===== src/rtl/multi_core_store_controller.sv =====
// Round-robin multi-core store controller: arbitrates per-core store
// requests and issues 1..MAX_WORDS word bursts to shared memory.
module multi_core_store_controller #(
  parameter int NUM_CORES  = 4,
  parameter int DATA_WIDTH = 32,
  parameter int ADDR_WIDTH = 10,
  parameter int MAX_WORDS  = 4,
  localparam int LEN_W = (MAX_WORDS > 1) ? $clog2(MAX_WORDS) : 1,
  localparam int IDX_W = (NUM_CORES > 1) ? $clog2(NUM_CORES) : 1
) (
  input  logic                            clk,
  input  logic                            rstN,
  input  logic [NUM_CORES-1:0]            storeReq,
  input  logic [NUM_CORES*ADDR_WIDTH-1:0] storeAddr,
  input  logic [NUM_CORES*LEN_W-1:0]      storeLen,
  input  logic [NUM_CORES*DATA_WIDTH-1:0] storeData,
  input  logic                            memReady,
  output logic                            memWrite,
  output logic [ADDR_WIDTH-1:0]           memAddr,
  output logic [DATA_WIDTH-1:0]           memData,
  output logic [NUM_CORES-1:0]            grant,
  output logic [NUM_CORES-1:0]            wordAck,
  output logic [NUM_CORES-1:0]            storeDone,
  output logic                            busy
);

  typedef enum logic [1:0] {
    IDLE, GRANT, STORE, DONE
  } state_e;

  state_e                state_q;
  logic [IDX_W-1:0]      owner_q;
  logic [IDX_W-1:0]      rr_q;
  logic [ADDR_WIDTH-1:0] base_q;
  logic [LEN_W-1:0]      len_q;
  logic [LEN_W-1:0]      cnt_q;

  logic [ADDR_WIDTH-1:0] addr_a [NUM_CORES];
  logic [LEN_W-1:0]      len_a  [NUM_CORES];
  logic [DATA_WIDTH-1:0] data_a [NUM_CORES];

  for (genvar g = 0; g < NUM_CORES; g++) begin : g_slice
    assign addr_a[g] = storeAddr[g*ADDR_WIDTH +: ADDR_WIDTH];
    assign len_a[g]  = storeLen[g*LEN_W +: LEN_W];
    assign data_a[g] = storeData[g*DATA_WIDTH +: DATA_WIDTH];
  end

  logic             win_vld;
  logic [IDX_W-1:0] win_idx;
  logic [IDX_W-1:0] scan_idx;

  // First requester at or above rr_q, wrapping past the top core
  always_comb begin
    win_vld  = 1'b0;
    win_idx  = '0;
    scan_idx = '0;
    for (int k = 0; k < NUM_CORES; k++) begin
      scan_idx = IDX_W'((32'(rr_q) + k) % NUM_CORES);
      if (!win_vld && storeReq[scan_idx]) begin
        win_vld = 1'b1;
        win_idx = scan_idx;
      end
    end
  end

  always_ff @(posedge clk or negedge rstN) begin
    if (!rstN) begin
      state_q <= IDLE;
      owner_q <= '0;
      rr_q    <= '0;
      base_q  <= '0;
      len_q   <= '0;
      cnt_q   <= '0;
    end else begin
      unique case (state_q)
        IDLE: begin
          if (win_vld) begin
            owner_q <= win_idx;
            base_q  <= addr_a[win_idx];
            len_q   <= len_a[win_idx];
            cnt_q   <= '0;
            state_q <= GRANT;
          end
        end
        GRANT: state_q <= STORE;
        STORE: begin
          if (memReady) begin
            if (cnt_q == len_q) state_q <= DONE;
            else cnt_q <= cnt_q + LEN_W'(1);
          end
        end
        DONE: begin
          rr_q <= (owner_q == IDX_W'(NUM_CORES - 1)) ?
                  '0 : owner_q + IDX_W'(1);
          state_q <= IDLE;
        end
        default: state_q <= IDLE;
      endcase
    end
  end

  logic [NUM_CORES-1:0] owner_oh;

  assign owner_oh  = NUM_CORES'(1) << owner_q;
  assign busy      = (state_q != IDLE);
  assign memWrite  = (state_q == STORE);
  assign grant     = busy ? owner_oh : '0;
  assign memAddr   = memWrite ? base_q + ADDR_WIDTH'(cnt_q) : '0;
  assign memData   = memWrite ? data_a[owner_q] : '0;
  assign wordAck   = (memWrite && memReady) ? owner_oh : '0;
  assign storeDone = (state_q == DONE) ? owner_oh : '0;

endmodule


===== config.mk =====
export PLATFORM = sky130hd
export DESIGN_NAME = multi_core_store_controller
export DESIGN_NICKNAME = d
export VERILOG_FILES = /design/src/rtl/multi_core_store_controller.sv
export SDC_FILE = /design/constraint.sdc
export NUM_CORES = 1
export LEC_CHECK = 0
export CAP_MARGIN = 20
export CORE_MARGIN = 4
export CORE_UTILIZATION = 29
export DETAILED_ROUTE_END_ITERATION = 10
export PLACE_DENSITY = 0.81
export SLEW_MARGIN = 20
export SYNTH_ARGS = -nofsm -noshare
export SYNTH_HDL_FRONTEND = slang
export SYNTH_SLANG_ARGS = --single-unit

===== constraint.sdc =====
create_clock -name clk -period 1.7 [get_ports clk]
set_input_delay 0.17 -clock clk [delete_from_list [all_inputs] [get_ports clk]]
set_output_delay 0.17 -clock clk [all_outputs]
set_load 0.01 [all_outputs]

Yosys cells after proc, flatten, opt, wreduce, memory -nomap -nowiden
Index checks and enable logic that the tools add are counted.
Word-level totals
  flip-flop bits (word level): 20
  bits in writable memories: 0
  memories: 0
  input bits: 183
  bits in latches: 0
  memory bits (read-only): 0
Operators by class
  bitwise operators: 2
  magnitude comparators: 6
  muxes and demuxes: 39
  reduce and logical (&&, ||, !) cells: 13
  multipliers: 0
  equal/unequal tests: 9
  add/sub/neg operators: 6
  div/mod/pow operators: 0
  shift-type cells: 1
Operators by type and width (number)
  two-way mux 32 bit: 3
  binary-select mux 32 bit (select 2 bit): 1
  two-way mux 10 bit: 3
  two-way mux 2 bit: 13
  binary-select mux 10 bit (select 2 bit): 1
  < comparator 2 x 3 -> 1 bit, second input constant: 4
  two-way mux 4 bit: 3
  adder 10 x 2 -> 10 bit: 1
  binary-select mux 1 bit (select 2 bit): 4
  two-way mux 1 bit: 8
  one-hot mux 2 bit (4 select lines): 1
  adder 2 x 1 -> 2 bit, second input constant: 3
  equality test 2 bit, second input constant: 3
  >= comparator 3 bit, second input constant: 2
  inequality test 2 bit, second input constant: 3
  NOT 2 -> 3 bit: 2
  adder 2 bit, second input constant: 2
  binary-select mux 2 bit (select 2 bit): 1
  logical AND 1 bit: 4
  one-hot mux 2 bit (2 select lines): 1
  AND reduction 4 bit: 1
  nonzero test 2 bit: 2
  << shifter 1 x 2 -> 4 bit, first input constant: 1
  logical NOT 1 bit: 3
  other kinds (6): 6

Longest topological paths before layout
Gate-level depths: netlist of run 1.
  depth after elaboration: 16
  mapped depth: 7
  gate-level depth less buffers: 6

Worst setup path before layout of run 1
No wires, ideal clock.
  path kind: reg2out
  start point: register owner_q[0]
  end point: output memData[10]
  arrival time: 1.586 ns
  buffers on the path: 2
  cell stages (with the launch flop): 5
  path slack: -0.056 ns
  cells stage by stage: dfrtp_1 > buf_2 > buf_2 > mux4_2 > and2_1
On the way
  word-level cells in the longest chain between the ends: 5
RTL lines
  from (decl): line 32  | logic [IDX_W-1:0] owner_q;
  from (signal assigned): line 78  | owner_q <= win_idx;
  NOT 2 -> 3 bit (not written as such): line 109  | assign memData = memWrite ? data_a[owner_q] : '0;
  binary-select mux 32 bit (select 2 bit): line 109
  two-way mux 32 bit (not written as such) (2 in a row): line 109
  two-way mux 32 bit: line 109
  to (decl): line 20  | output logic [DATA_WIDTH-1:0] memData,
No other way between the ends. The select of a mux whose other input is x is not followed.

Final worst setup path of run 1
  start point: register cnt_q[0]
  end point: output memAddr[2]
On the way
  word-level cells in the longest chain between the ends: 2
RTL lines
  from (decl): line 36  | logic [LEN_W-1:0] cnt_q;
  from (signal assigned): line 89  | else cnt_q <= cnt_q + LEN_W'(1);
  adder 10 x 2 -> 10 bit: line 108  | assign memAddr = memWrite ? base_q + ADDR_WIDTH'(cnt_q) : '0;
  two-way mux 10 bit: line 108
  to (decl): line 19  | output logic [ADDR_WIDTH-1:0] memAddr,
No other way between the ends.

==> results of run 1 <==
[what timing repair did]
| item | CTS | global route |
|---|---|---|
| buffers inserted | 16 | 7 |
| pin swaps | 25 | 14 |
| endpoints found under the setup margin | 57 | 68 |
| resized for setup | 255 | 42 |
| hold buffers | 0 | 0 |
| gates cloned | 2 | 3 |
[layer usage]
metal  track usage [%]  share of wire [%]  vias up
met5                 0                  0        -
met4              6.57                3.1        0
met3              3.65                8.4       24
met2              37.5                 53      142
met1              22.3                 36     1493
li1                  -                  -     1472
[synth_stat cells, drive strengths merged, types with 5 or more instances]
cell | instances | area, um^2
nand3 | 5 | 25.0
mux2i | 25 | 250
mux4 | 32 | 721
o221ai | 12 | 105
inv | 5 | 18.8
clkbuf | 11 | 41.3
xnor2 | 7 | 61.3
dfrtp | 20 | 500
ha | 9 | 113
nor2 | 7 | 26.3
buf | 9 | 80.1
nand2 | 23 | 86.3
and3 | 7 | 43.8
and2 | 46 | 288
[cell type report]
cell class	count	area, um^2
tap	108	135
multi-input combinational	203	2140
sequential	20	503
inverter	5	21.3
timing repair buffer	287	2770
antenna	1	2.50
fill	680	3110
clock buffer	4	45.0
[cells by family (layout without fill, tap and decap cells)]
family                   after synthesis  in the layout  share of synthesized area (%)
AO/OA/AOI/OAI                         24             24                           7.31
XOR/XNOR                              10             10                           3.37
adder cells (fa/ha/maj)               10             10                           5.10
buffers and inverters                 25            296                           5.38
flip-flops                            20             20                           19.2
multiplexers                          61             61                           39.0
other                                  0              1                              0
AND/OR/NAND/NOR                       98             98                           20.6
[path summary, 6_finish.rpt]
check	from	to	slack, ns	depth (start not counted)
setup / recovery	cnt_q[0]	memAddr[2]	-0.27	6
hold / removal	rstN	cnt_q[0]	0.25	2
setup reg to reg	rr_q[1]	base_q[4]	0.04	5
hold reg to reg	len_q[0]	len_q[0]	0.53	2
max in group asynchronous	rstN	owner_q[0]	1.22	2
min in group clk	len_q[0]	len_q[0]	0.53	2
[stage by stage]
| step | utilization, % | cell area (um^2) | instances |
|---|---|---|---|
| finish | 64.4 | 5610 | 628 |
| global route | 64.4 | 5610 | 628 |
| CTS | 62.0 | 5410 | 622 |
| detailed placement | 60.7 | 5290 | 601 |
| global placement | 60.7 | 5290 | 601 |
| floorplan | - | 2600 | 248 |
[state kept, by name, indices dropped and copies added (netlist names)]
| register | flops |
|---|---|
| base_q | 10 |
| cnt_q | 2 |
| len_q | 2 |
| owner_q | 2 |
| rr_q | 2 |
| state_q | 2 |
[power groups by stage]
stage	Sequential [uW]	Clock, uW	Combinational [uW]
after floorplan	884	0	2880
after global placement	921	0	5080
after detailed placement	935	0	5160
after CTS	917	325	5430
after global routing	980	343	6250
final	945	314	5770
[critical path: cells and delay by family, from the launching register on]
| family | cells | cell delay (ns) |
|---|---|---|
| adders and majority gates | 2 | 0.55 |
| DFF | 1 | 0.41 |
| buffers and inverters | 2 | 0.29 |
| xor gates and xnor gates | 1 | 0.15 |
| and+or+nand+nor | 1 | 0.14 |
==> flow_summary.ini, run 1 <==
[outcome]
status = complete, but fails checks
violations = setup timing

[clocking]
cts_sinks = 20
cts.path.max_buffers = 2
cts_tree = done
clkTransAtPathRegs_ns = 0.07
clock-root-buffer = clkbuf_8
cts_max_level = 1
clk-insertion-delay-late_ns = 0.26
numCtsBuffers = 3

[min_path]
hold_path_class = input port to asynchronous set/reset pin

[route]
antenna_left = 0
wl_per_cell_um = 18.5
num_vias = 3131
avgViaCountPerCell = 4.99
dr.first_iter.drc_count = 73
first_pass_iters = 4
wl_mm = 11.6
drcViolationCount = 0

[placement]
dp_hpwl_mm = 9.31
pre_cts_ws_ns = -0.417
gp_congestion = 0.845
port_buffers = 238

[global_route]
antenna_found_initial = 1
grt.total_usage_pct = 19.9
grt_pass1_vias = 3197
grt_pass1_wl_mm = 16.3
grt-ovfl-total = 0
grt_max_degree = 38

[layout]
syn_to_final_growth_pct = 116
mostFrequentLayoutCells = 182 x clkdlybuf4s50_1, 37 x buf_2, 32 x and2_1, 32 x mux4_2, 29 x buf_4
layout_commonest_cell = clkdlybuf4s50_1
layout-drive-gt1-share_pct = 35.1
layout.nets = 713

[sta]
slew_headroom_pct = 82.9
tightestPinTransition_ns = 0.256
period_needed_ns = 1.97
max_freq_ghz = 0.507
min_period_over_period_pct = 116
fin_setup_tns_ns = -8.65
layout_setup_ws_ns = -0.272
hold_viol_final = 0
fin_skew_ns = 0.00969
fin_hold_ws_ns = 0.253
slew_violations = 0
rsz0062_at_grt = yes
setup_viol = 53

[power_and_ir_drop]
power_leakage_uw = 0.00243
switching_power_uw = 2710
pwr-share-comb_pct = 82.1
vdd_drop_max_v = 0.000885
swShare_pct = 38.6
clock_power_share_pct = 4.5
power_frac_seq_pct = 13.4
p_int_uw = 4320
power.density_mw_per_mm2 = 1250
finalPower_uw = 7030

[worst_setup_path]
worst-endpoint-arrival_ns = 1.80
cp-end-kind = output pin
worst_setup_path_start_kind = register
cpMaxStageDelayCell = dfrtp_1
crit_required_ns = 1.53
path_cells = ha_4 > fa_2 > buf_4 > xor2_1 > and2_1 > buf_2
path_max_fanout = 4
cp_slowest_stage_delay_ns = 0.41
worst-setup-path-type = register to output pin

[floorplanning]
num_io_pins = 239
fp.dieArea_mm2 = 0.0106
fp.dieW_um = 103
core-area_mm2 = 0.00872
die_h_um = 103
initial_core_util_pct = 29.8
rows = 34

[logic_synthesis]
synthArstFlopShare_pct = 100
synth_area_mm2 = 0.00260
yosys_register_bits = 20
seq_area_frac_synth_pct = 19.2
synth_ff_type = dfrtp_1
syn-num-nets = 441
syn_inst = 248
avgSynthCellArea_um2 = 10.5
synth_enable_flop_cells = 0
synth.distinct_cells = 34
yosys_warnings = 0

[job]
max-cap-violations = 0
Note: power is estimated with default switching activity, not from simulation.
==> run 2, diff against run 1 <==
HOLD_SLACK_MARGIN = 0.02   (was unset)
==> results of run 2 <==
Same layout as run 1: the final DEF is identical, and so are final timing and power.
